<file path="src/rtl/mem_access_unit.sv">
// Load/store unit: one single-word request/acknowledge transaction per access.
// Builds byte strobes and lane-replicated store data, and extracts and extends
// load data. Every output comes straight from a flop.
module mem_access_unit #(
    parameter int TIMEOUT = 16
) (
    input  logic        clk,
    input  logic        rst_n,
    input  logic        start,
    input  logic [6:0]  opcode,
    input  logic [2:0]  funct3,
    input  logic [31:0] addr,
    input  logic [31:0] wdata,
    output logic        busy,
    output logic        done,
    output logic        err,
    output logic [31:0] rdata,
    output logic        mem_req,
    output logic        mem_we,
    output logic [31:0] mem_addr,
    output logic [3:0]  mem_wstrb,
    output logic [31:0] mem_wdata,
    input  logic        mem_ack,
    input  logic [31:0] mem_rdata
);
    localparam logic [6:0] OP_LOAD  = 7'b0000011;
    localparam logic [6:0] OP_STORE = 7'b0100011;
    // The counter only needs to reach TIMEOUT-1.
    localparam int CW = (TIMEOUT > 1) ? $clog2(TIMEOUT) : 1;

    typedef enum logic [1:0] {IDLE, BUS, RESP} state_t;

    state_t      state_q, state_d;
    logic [CW-1:0] cnt_q, cnt_d;
    logic        is_load_q, is_load_d;
    logic [2:0]  funct3_q, funct3_d;
    logic [1:0]  off_q, off_d;
    logic        busy_q, busy_d;
    logic        done_q, done_d;
    logic        err_q, err_d;
    logic [31:0] rdata_q, rdata_d;
    logic        mem_req_q, mem_req_d;
    logic        mem_we_q, mem_we_d;
    logic [31:0] mem_addr_q, mem_addr_d;
    logic [3:0]  mem_wstrb_q, mem_wstrb_d;
    logic [31:0] mem_wdata_q, mem_wdata_d;

    logic        in_load, in_store, f3_ok, misaligned, access_ok;
    logic [7:0]  ld_byte;
    logic [15:0] ld_half;
    logic [31:0] ld_ext;
    logic        timed_out;

    // Legality of the access presented on the inputs (only used in IDLE).
    always_comb begin
        in_load    = (opcode == OP_LOAD);
        in_store   = (opcode == OP_STORE);
        f3_ok      = 1'b0;
        if (in_load)
            f3_ok = (funct3 == 3'b000) || (funct3 == 3'b001) || (funct3 == 3'b010) ||
                    (funct3 == 3'b100) || (funct3 == 3'b101);
        else if (in_store)
            f3_ok = (funct3 == 3'b000) || (funct3 == 3'b001) || (funct3 == 3'b010);
        misaligned = ((funct3[1:0] == 2'b01) && addr[0]) ||
                     ((funct3[1:0] == 2'b10) && (addr[1:0] != 2'b00));
        access_ok  = (in_load || in_store) && f3_ok && !misaligned;
    end

    // Pick the addressed byte/half of the returned word and extend it.
    always_comb begin
        case (off_q)
            2'd0:    ld_byte = mem_rdata[7:0];
            2'd1:    ld_byte = mem_rdata[15:8];
            2'd2:    ld_byte = mem_rdata[23:16];
            default: ld_byte = mem_rdata[31:24];
        endcase
        ld_half = off_q[1] ? mem_rdata[31:16] : mem_rdata[15:0];
        case (funct3_q)
            3'b000:  ld_ext = {{24{ld_byte[7]}}, ld_byte};
            3'b001:  ld_ext = {{16{ld_half[15]}}, ld_half};
            3'b100:  ld_ext = {24'd0, ld_byte};
            3'b101:  ld_ext = {16'd0, ld_half};
            default: ld_ext = mem_rdata;
        endcase
        timed_out = (TIMEOUT > 0) && (cnt_q == CW'(TIMEOUT - 1));
    end

    // Next-state and next-output logic for IDLE -> BUS -> RESP -> IDLE.
    always_comb begin
        state_d     = state_q;
        cnt_d       = cnt_q;
        is_load_d   = is_load_q;
        funct3_d    = funct3_q;
        off_d       = off_q;
        busy_d      = busy_q;
        done_d      = 1'b0;
        err_d       = err_q;
        rdata_d     = rdata_q;
        mem_req_d   = 1'b0;
        mem_we_d    = mem_we_q;
        mem_addr_d  = mem_addr_q;
        mem_wstrb_d = mem_wstrb_q;
        mem_wdata_d = mem_wdata_q;
        case (state_q)
            IDLE: begin
                if (start) begin
                    is_load_d = in_load;
                    funct3_d  = funct3;
                    off_d     = addr[1:0];
                    if (!access_ok) begin
                        // Rejected before the bus is touched.
                        state_d = RESP;
                        done_d  = 1'b1;
                        err_d   = 1'b1;
                        rdata_d = 32'd0;
                        busy_d  = 1'b0;
                    end else begin
                        state_d    = BUS;
                        busy_d     = 1'b1;
                        mem_req_d  = 1'b1;
                        cnt_d      = '0;
                        mem_addr_d = {addr[31:2], 2'b00};
                        mem_we_d   = in_store;
                        if (in_load) begin
                            mem_wstrb_d = 4'b0000;
                            mem_wdata_d = 32'd0;
                        end else begin
                            case (funct3[1:0])
                                2'b00: begin
                                    mem_wstrb_d = 4'b0001 << addr[1:0];
                                    mem_wdata_d = {4{wdata[7:0]}};
                                end
                                2'b01: begin
                                    mem_wstrb_d = addr[1] ? 4'b1100 : 4'b0011;
                                    mem_wdata_d = {2{wdata[15:0]}};
                                end
                                default: begin
                                    mem_wstrb_d = 4'b1111;
                                    mem_wdata_d = wdata;
                                end
                            endcase
                        end
                    end
                end
            end
            BUS: begin
                if (mem_ack) begin
                    state_d = RESP;
                    done_d  = 1'b1;
                    busy_d  = 1'b0;
                    err_d   = 1'b0;
                    rdata_d = is_load_q ? ld_ext : 32'd0;
                end else if (timed_out) begin
                    state_d = RESP;
                    done_d  = 1'b1;
                    busy_d  = 1'b0;
                    err_d   = 1'b1;
                    rdata_d = 32'd0;
                end else begin
                    mem_req_d = 1'b1;
                    cnt_d     = cnt_q + CW'(1);
                end
            end
            default: begin
                // RESP: the done pulse is on the outputs now; start is ignored.
                state_d = IDLE;
            end
        endcase
    end

    // State and registered outputs; reset discards any pending access.
    always_ff @(posedge clk or negedge rst_n) begin
        if (!rst_n) begin
            state_q     <= IDLE;
            cnt_q       <= '0;
            is_load_q   <= 1'b0;
            funct3_q    <= 3'd0;
            off_q       <= 2'd0;
            busy_q      <= 1'b0;
            done_q      <= 1'b0;
            err_q       <= 1'b0;
            rdata_q     <= 32'd0;
            mem_req_q   <= 1'b0;
            mem_we_q    <= 1'b0;
            mem_addr_q  <= 32'd0;
            mem_wstrb_q <= 4'd0;
            mem_wdata_q <= 32'd0;
        end else begin
            state_q     <= state_d;
            cnt_q       <= cnt_d;
            is_load_q   <= is_load_d;
            funct3_q    <= funct3_d;
            off_q       <= off_d;
            busy_q      <= busy_d;
            done_q      <= done_d;
            err_q       <= err_d;
            rdata_q     <= rdata_d;
            mem_req_q   <= mem_req_d;
            mem_we_q    <= mem_we_d;
            mem_addr_q  <= mem_addr_d;
            mem_wstrb_q <= mem_wstrb_d;
            mem_wdata_q <= mem_wdata_d;
        end
    end

    assign busy      = busy_q;
    assign done      = done_q;
    assign err       = err_q;
    assign rdata     = rdata_q;
    assign mem_req   = mem_req_q;
    assign mem_we    = mem_we_q;
    assign mem_addr  = mem_addr_q;
    assign mem_wstrb = mem_wstrb_q;
    assign mem_wdata = mem_wdata_q;
endmodule

</file>
<file path="config.mk">
export PLATFORM = sky130hd
export DESIGN_NAME = mem_access_unit
export DESIGN_NICKNAME = d
export VERILOG_FILES = /design/src/rtl/mem_access_unit.sv
export SDC_FILE = /design/constraint.sdc
export NUM_CORES = 1
export LEC_CHECK = 0
export BUFFER_PORTS_ARGS = -buffer_cell sky130_fd_sc_hd__buf_2
export CAP_MARGIN = 0
export CORE_MARGIN = 2
export CORE_UTILIZATION = 30
export DETAILED_ROUTE_END_ITERATION = 6
export GPL_ROUTABILITY_DRIVEN = 0
export SYNTH_ARGS = -nofsm -noshare
export SYNTH_HDL_FRONTEND = slang
export SYNTH_SLANG_ARGS = --single-unit
export TNS_END_PERCENT = 50
</file>
<file path="constraint.sdc">
create_clock -name clk -period 2.89 [get_ports clk]
set_input_delay 0.578 -clock clk [delete_from_list [all_inputs] [get_ports clk]]
set_output_delay 0.578 -clock clk [all_outputs]
set_load 0.02 [all_outputs]
</file>
-- Yosys cells after proc, flatten, opt, wreduce, memory -nomap -nowiden
Cells that the tools add are included.
- flip-flop bits (word level): 115
- input bits: 110
- output and inout port bits: 105
- logic and storage cells: 106
- add/subtract/negate cells: 1
- equality and inequality tests: 21
- shift-type cells: 1
- mux-type cells: 45
- reduce and logical (&&, ||, !) cells: 24
- operators by type and width (operator ; count):
    32-bit 2-to-1 mux ; 6
    32-bit one-hot mux with 2 select lines ; 2
    32-bit one-hot mux with 4 select lines ; 1
    4-bit 2-to-1 mux ; 6
    8-bit one-hot mux with 3 select lines ; 1
    1-bit 2-to-1 mux ; 17
    16-bit 2-to-1 mux ; 1
    4-bit one-hot mux with 2 select lines ; 2
    3-bit == test, second input constant ; 4
    2-bit != test, second input constant ; 5
    2-bit 2-to-1 mux ; 4
    1-bit one-hot mux with 2 select lines ; 4
    7-bit by 2-bit == test with 1-bit output, second input constant ; 1
    7-bit by 6-bit == test with 1-bit output, second input constant ; 1
    2-bit by 1-bit == test with 1-bit output, second input constant ; 3
    3-bit by 1-bit == test with 1-bit output, second input constant ; 2
    2-bit logical NOT ; 3
    3-bit logical NOT ; 2
    1-bit logical OR ; 6
    3-bit AND reduction ; 2
    5-bit AND reduction ; 1
    4-bit by 1-bit adder with 4-bit output, second input constant ; 1
    2-bit == test, second input constant ; 2
    4-bit == test, second input constant ; 1
    other kinds (9) ; 14

-- Depth between registers and ports, before layout
Gate-level depths: netlist (run 1).
- depth after elaboration: 11
- mapped depth: 8

-- Least setup slack after synthesis (run 1)
OpenSTA, ideal clock, no wires.
- path type: input-to-reg
- start: input funct3[0]
- end: register mem_addr_q[10], in the netlist mem_addr[10]
- data arrival time: 2110 ps
- data required time: 2765 ps
- path slack: 654 ps
- cell stages on the path: 5
- path buffers: 2
- cell sequence: or4_1 -> a2111o_1 -> buf_6 -> buf_6 -> mux2_4
- cells in the longest elaborated chain, start to end: 9
- elaborated cells between the ends (all ways): 20
- RTL lines (item ; line ; text):
    start: declaration ; 11 ; input logic [2:0] funct3,
    3-bit by 1-bit == test with 1-bit output or 3-bit logical NOT (tied branches) ; 60, 63 ;
    1-bit logical OR (2 in series) ; 60, 63 ;
    1-bit logical OR ; 60 ; f3_ok = (funct3 == 3'b000) || (funct3 == 3'b001) || (funct3 == 3'b010) ||
    1-bit logical OR ; 61 ; (funct3 == 3'b100) || (funct3 == 3'b101);
    1-bit 2-to-1 mux ; 59 ; if (in_load)
    1-bit logical AND ; 66 ; access_ok = (in_load || in_store) && f3_ok && !misaligned;
    1-bit logical AND (*) ; 66 ;
    3-bit AND reduction (no source line) (*) ; - ;
    end signal: assignment ; 200 ; mem_addr_q <= mem_addr_d;
    end: declaration ; 44 ; logic [31:0] mem_addr_q, mem_addr_d;
Mark *: on every way between the ends. The rest lies on a longest branch, timed or not.
A chain may end at the register's enable or synchronous reset.

-- Final worst setup path (run 1)
- start: input funct3[0]
- end: register mem_addr_q[4], in the netlist mem_addr[4]
The elaborated chain is that of the path after synthesis.

==> results of run 1 <==
routing by layer:
| metal | routed length [um] | share of wire |
|---|---|---|
| met1 | 7125 | 0.45 |
| met4 | 278 | 0.017 |
| met3 | 1198 | 0.075 |
| met5 | 0 | 0 |
| met2 | 7406 | 0.46 |
area by class of cell:
cell class,instances,share of cell area
clock buffer,17,0.05617
clock inverter,15,0.02742
inverter,6,0.002974
multi-input combinational,348,0.3281
sequential,115,0.3800
tap,229,0.03783
timing repair buffer,231,0.1675
cells in the final DEF (no fill, tap or decap), drive strengths merged, types with 8 or more instances in the layout:
cell	netlist	final
nor2b	10	10
buf	17	231
dfrtp	115	115
clkbuf	26	17
a21oi	12	12
o211ai	17	17
mux2	55	55
nand2b	49	49
o21ai	63	63
inv	6	8
nand2	68	68
a32o	24	24
cell families after synthesis:
| logic type | synth area share |
|---|---|
| AND/OR/NAND/NOR | 0.1326 |
| AO/OA/AOI/OAI | 0.1612 |
| flip-flops | 0.5142 |
| multiplexers | 0.1433 |
| buffers and inverters | 0.04270 |
| XOR/XNOR | 0.003130 |
| adder cells (fa/ha/maj) | 0.002235 |
| other | 0.0006700 |
Yosys cell counts (2+ instances only):
library cell / instances
dfrtp_1: 115
nand2_1: 68
nand2b_1: 49
o21ai_0: 43
mux2_4: 30
clkbuf_1: 26
mux2_2: 25
a32o_1: 24
o21ai_1: 20
o211ai_1: 17
a21oi_1: 12
nor2b_1: 10
buf_2: 8
mux2i_1: 7
o2bb2ai_1: 7
inv_1: 6
buf_6: 5
nand3_1: 4
and3_1: 3
nor2_1: 3
a211oi_1: 2
a31oi_1: 2
buf_1: 2
buf_4: 2
or4_1: 2
xor2_1: 2
power groups by stage:
| stage | clock [W] | sequential (W) | combinational (W) |
|---|---|---|---|
| 2_1_floorplan | 0 | 0.00179 | 0.000307 |
| 3_3_place_gp | 0 | 0.00175 | 0.000628 |
| 3_5_place_dp | 0 | 0.00175 | 0.000630 |
| 4_1_cts | 0.00232 | 0.00172 | 0.000631 |
| 5_1_grt | 0.00240 | 0.00173 | 0.000687 |
| 6_report | 0.00226 | 0.00172 | 0.000622 |
state kept, by name (all words and copies together) (netlist names):
register and flops:
is_load_q 1, funct3_q 3, cnt_q 4, busy 1, off_q 2, mem_req 1
state_q 2, rdata 32, err 1, mem_we 1, mem_wdata 32, mem_addr 30
mem_wstrb 4, done 1
path summary, 6_finish.rpt:
check | end | slack, ps | start
worst max register to register | mem_addr[4] | 710 | state_q[1]
max in group asynchronous | mem_addr[3] | 1970 | rst_n
worst min register to register | mem_we | 470 | mem_we
worst min-delay path | rdata[28] | 110 | rst_n
worst max-delay path | mem_addr[4] | 690 | funct3[0]
min in group clk | mem_addr[26] | 390 | addr[26]
through the flow:
| step | util | total power (W) | instances | hold slack, ps |
|---|---|---|---|---|
| after floorplan | - | 0.002098 | 512 | 282.4 |
| after global placement | 0.3824 | 0.002376 | 929 | 454.7 |
| after detailed placement | 0.3824 | 0.002378 | 929 | 464.9 |
| after CTS | 0.4173 | 0.004669 | 961 | 103.1 |
| after global routing | 0.4173 | 0.004813 | 961 | 120.3 |
| final | 0.4173 | 0.004601 | 961 | 111.3 |
==> reports/metrics.yaml, run 1 <==
status: "complete, no violations"
grt_pass1_wl_mm: 25.32
clock_sinks: 115
drtAntennaViolNets: 0
period_share: 0.7610
hold_buffers: 0
root_buffer: "clkbuf_16"
swShare: 0.2639
areaGrowthSynthToFinish_pct: 35.32
core_sq_um: 18150
antenna_cells: 0
period_needed_ps: 2199
hold_violations: 0
rr_worst_depth: 4
crit_buf_inv: 2
die-width_um: 140.6
syn_area_per_cell_sq_um: 10.95
fin_skew_ps: 9.658
path_delay_family: "compound AO/OA/AOI/OAI gates"
drive_gt1_frac: 0.4385
crit_type: "in2reg"
die_h_um: 140.6
dp_hpwl_mm: 11.61
clk_pin_slew_ps: 60
core.rowCount: 49
grtUsageMet1: 0.2102
ir_drop_v: 0.0003266
seqCellArea_sq_um: 2878
post-place-ws_ps: 264.8
worst_pin_slew_ps: 608.0
cp-end-kind: "flop"
vias_per_cell: 4.788
multi_input_area_sq_um: 2485
slowest_delay_ps: 630
post_dp_cell_area_sq_um: 6940
initial_utilization: 0.3084
dieArea_sq_um: 19760
p_sw_w: 0.001214
cp-start-kind: "input pin"
setup_ws_ps: 690.6
nFillCells: 1788
grtUsageMet2: 0.2588
syn-cell-area_sq_um: 5597
ios: 215
yosysTopAreaCellShare: 0.5142
wl_mm: 16.01
synth_flop_cell: "dfrtp_1"
nets: 830
intPower_w: 0.003387
post-cts-setup-buffers: 0
worstPathArrival_ps: 2490
max_cap_viol_count: 0
finalSetupViolCount: 0
vias: 4601
slew_headroom: 0.5944
hold_path.class: "in2async"
p_leak_nw: 4.038
setup_tns_ps: 0
antenna_found_initial: 0
cp.depth: 5
p_seq_frac: 0.374
htree_levels: 4
fmax_ghz: 0.4547
synth_area_leaders: "dfrtp_1 (51%), mux2_4 (8.0%), nand2b_1 (5.5%), mux2_2 (5.0%), nand2_1 (4.6%)"
yosysTopAreaCell: "dfrtp_1"
dr.first_iter.drc_count: 145
rsz0062_at_grt: "false"
synth_cells: 511
numCtsBuffers: 17
power.density_nw_per_um2: 607.5
slowest_stage: "a2111o_2"
yosysWarnings: 0
grt.overflow.total: 0
cts-resized-gates: 0
met3_usage: 0.05503
synth_edf_count: 0
cts_tree: "yes"
drv_slew: 0
grt.busiest_layer: "met2"
design_area_sq_um: 7574
grt_max_degree: 70
async_flop_share: 1.000
port_buffers: 212
critPathMaxFanout: 69
clockBufferDepth: 2
clockPowerShare: 0.491
comb_power_share: 0.135
post_drt_wl_per_cell_um: 16.66
ys_types: 43
ys_seq_area_frac: 0.5142
clock_latency_ps: 410
synth-seq-cells: 115
crit_required_ps: 3180
gr-usage-all-layers: 0.1638
cp_cell_sequence: "buf_2, or4_1, a2111o_2, buf_12, mux2_4"
firstDrtPassIters: 4
drc_errors: 0
grt_pass1_vias: 4654
(Power assumes the default switching activity.)
==> inputs of run 2 (changes only) <==
Clock period 2.89 ns to 2.2 ns, I/O delays scaled along.
==> run 2 against run 1 <==
  * Worst setup slack got worse by 540 ps
  * Flip-flop and latch count unchanged
  * Clock power increased by 30%
  * Non-clock buffer count increased by 11
  * Via count increased by 0.57%
  * Die area unchanged
  * First-iteration DRC count increased by 89%
  * Core utilization increased by 0.56 points
  * Sequential power increased by 31%
  * Global-route usage decreased by 0.23 points
  * Count of clock-buffer cells in the layout increased by 2
  * Design area increased by 1.3%
==> reports/metrics.yaml, run 2 (same netlist as run 1, synthesis figures left out) <==
status: "complete, no violations"
clock_sinks: 115  # unchanged
post_drt_wl_per_cell_um: 16.44  # -1.3%
dr.first_iter.drc_count: 274  # +89%
port_buffers: 212  # unchanged
grt_pass1_vias: 4453  # -4.3%
dieArea_sq_um: 19760  # unchanged
min-delay-start: "addr[21]"
clockBufferDepth: 2  # unchanged
timing.rr.start: "state_q[1]"
p_sw_w: 0.001549  # +28%
p_leak_nw: 4.109  # +1.8%
period_needed_ps: 2045
crit_type: "reg2reg"
seqCellArea_sq_um: 2878  # unchanged
max_cap_viol_count: 0  # unchanged
timing.reg2reg.setup_slack_ps: 160  # -550 ps
swShare: 0.2567  # -0.007218
vias: 4627  # +0.57%
nFillCells: 1791  # +0.17%
cts_tree: "yes"
drive_gt1_frac: 0.4441  # +0.005621
cp_cell_sequence: "or3b_2, a2111o_2, buf_12, mux2_4"
die_h_um: 140.6  # unchanged
min_path_cells: 2
cp-end-kind: "flop"
p_seq_frac: 0.372  # -0.002
rr_worst_depth: 4  # unchanged
root_buffer: "clkbuf_16"
fin_skew_ps: 16.44  # +6.780 ps
drv_slew: 0  # unchanged
dp_hpwl_mm: 11.53  # -0.71%
die-width_um: 140.6  # unchanged
clockPowerShare: 0.486  # -0.005
finalSetupViolCount: 0  # unchanged
worstHoldEndpoint: "mem_addr[21]"
drtAntennaViolNets: 0  # unchanged
hold_buffers: 1  # +1
ios: 215  # unchanged
fmax_ghz: 0.4891
period_share: 0.9293
nets: 841  # +1.3%
firstDrtPassIters: 4  # unchanged
power.density_nw_per_um2: 786.4  # +29%
core.rowCount: 49  # unchanged
grt_max_degree: 50  # -29%
areaGrowthSynthToFinish_pct: 37.13
initial_utilization: 0.3084  # unchanged
cts-resized-gates: 0  # unchanged
numCtsBuffers: 17  # unchanged
rsz0062_at_grt: "false"
ir_drop_v: 0.0005768  # +77%
power.total_w: 0.006036  # +31%
critPathMaxFanout: 36  # -48%
multi_input_area_sq_um: 2485  # unchanged
slowest_stage: "or3b_2"
slowest_delay_ps: 510  # -120 ps
setup_tns_ps: 0  # unchanged
vias_per_cell: 4.760  # -0.57%
worstPathArrival_ps: 2340  # -150 ps
comb_power_share: 0.142  # +0.007
antenna_found_initial: 0  # unchanged
htree_levels: 4  # unchanged
grt_pass1_wl_mm: 24.72  # -2.4%
antenna_cells: 0  # unchanged
cp-start-kind: "flop"
grt.overflow.total: 0  # unchanged
clock_latency_ps: 420  # about the same
hold_violations: 0  # unchanged
final_cell_mix: "buf_2 (211), dfrtp_1 (115), nand2_1 (68), nand2b_1 (49), o21ai_0 (43)"
clk_pin_slew_ps: 60  # about the same
drc_errors: 0  # unchanged
core_sq_um: 18150  # unchanged
final_common_cell: "buf_2"
crit_required_ps: 2490  # -690 ps
wl_mm: 15.98  # -0.21%
hold_path.class: "in2reg"
r2r-end: "mem_addr[23]"
gr-usage-all-layers: 0.1615  # -0.002312
intPower_w: 0.004486  # +32%
post-cts-setup-buffers: 0  # unchanged
run 2: cell count changes in the layout (fill, tap and decap cells not counted):
cell,before,now
clkinvlp_4,4,2
buf_12,5,7
clkbuf_8,0,1
clkinv_2,1,4
buf_4,15,23
clkbuf_1,0,1
clkinv_4,4,1
dlygate4sd3_1,0,1
run 2: final cells by class:
cell class	instances	share of cell area
Sequential cell	115	0.3750
Multi-Input combinational cell	348	0.3238
Timing Repair Buffer	242	0.1797
Clock buffer	19	0.05771
Tap cell	229	0.03733
Clock inverter	13	0.02364
Inverter	6	0.002934
run 2: stage by stage:
step / setup slack (ps) / hold slack (ps) / instance area (sq um) / utilization / std cells
floorplan: 102.4 / 144.4 / 5600 / - / 512
global placement: -161.8 / 369.7 / 7041 / 0.3880 / 939
detailed placement: -180.4 / 369.5 / 7041 / 0.3880 / 939
CTS: 145.1 / 235.1 / 7675 / 0.4229 / 972
global route: 71.20 / 231.5 / 7675 / 0.4229 / 972
finish: 155.5 / 253.4 / 7675 / 0.4229 / 972
run 2: metal layers:
metal | GRT usage | vias to the layer above | wire, um
met5 | 0 | - | 0
met4 | 0.03316 | 0 | 101
met3 | 0.06114 | 9 | 1324
met2 | 0.2572 | 176 | 7413
met1 | 0.2118 | 2191 | 7135
li1 | - | 2251 | -
run 2: worst max path at each step:
stage / startpoint / to / slack [ps] / cells past startpoint
floorplan: funct3[0] / mem_addr[10] / 100 / 5
global placement: funct3[0] / mem_addr[4] / -160 / 5
detailed placement: funct3[0] / mem_addr[23] / -180 / 5
CTS: state_q[1] / mem_addr[23] / 150 / 4
global route: state_q[1] / mem_wdata[4] / 70 / 5
finish: state_q[1] / mem_addr[23] / 160 / 4
run 2: power by group through the flow:
stage / clock (W) / sequential (W) / combinational [W]
5_1_grt: 0.00311 / 0.00226 / 0.000939
2_1_floorplan: 0 / 0.00235 / 0.000404
3_5_place_dp: 0 / 0.00228 / 0.000863
3_3_place_gp: 0 / 0.00228 / 0.000858
6_report: 0.00294 / 0.00225 / 0.000855
4_1_cts: 0.00300 / 0.00224 / 0.000868
run 2: critical path: cells and delay by family, from the launching register on:
kind                   cells  cell delay [ps]
AO/OA/AOI/OAI              1              450
buffers and inverters      1              210
flip-flops                 1              400
multiplexers               1              320
AND/OR/NAND/NOR            1              510
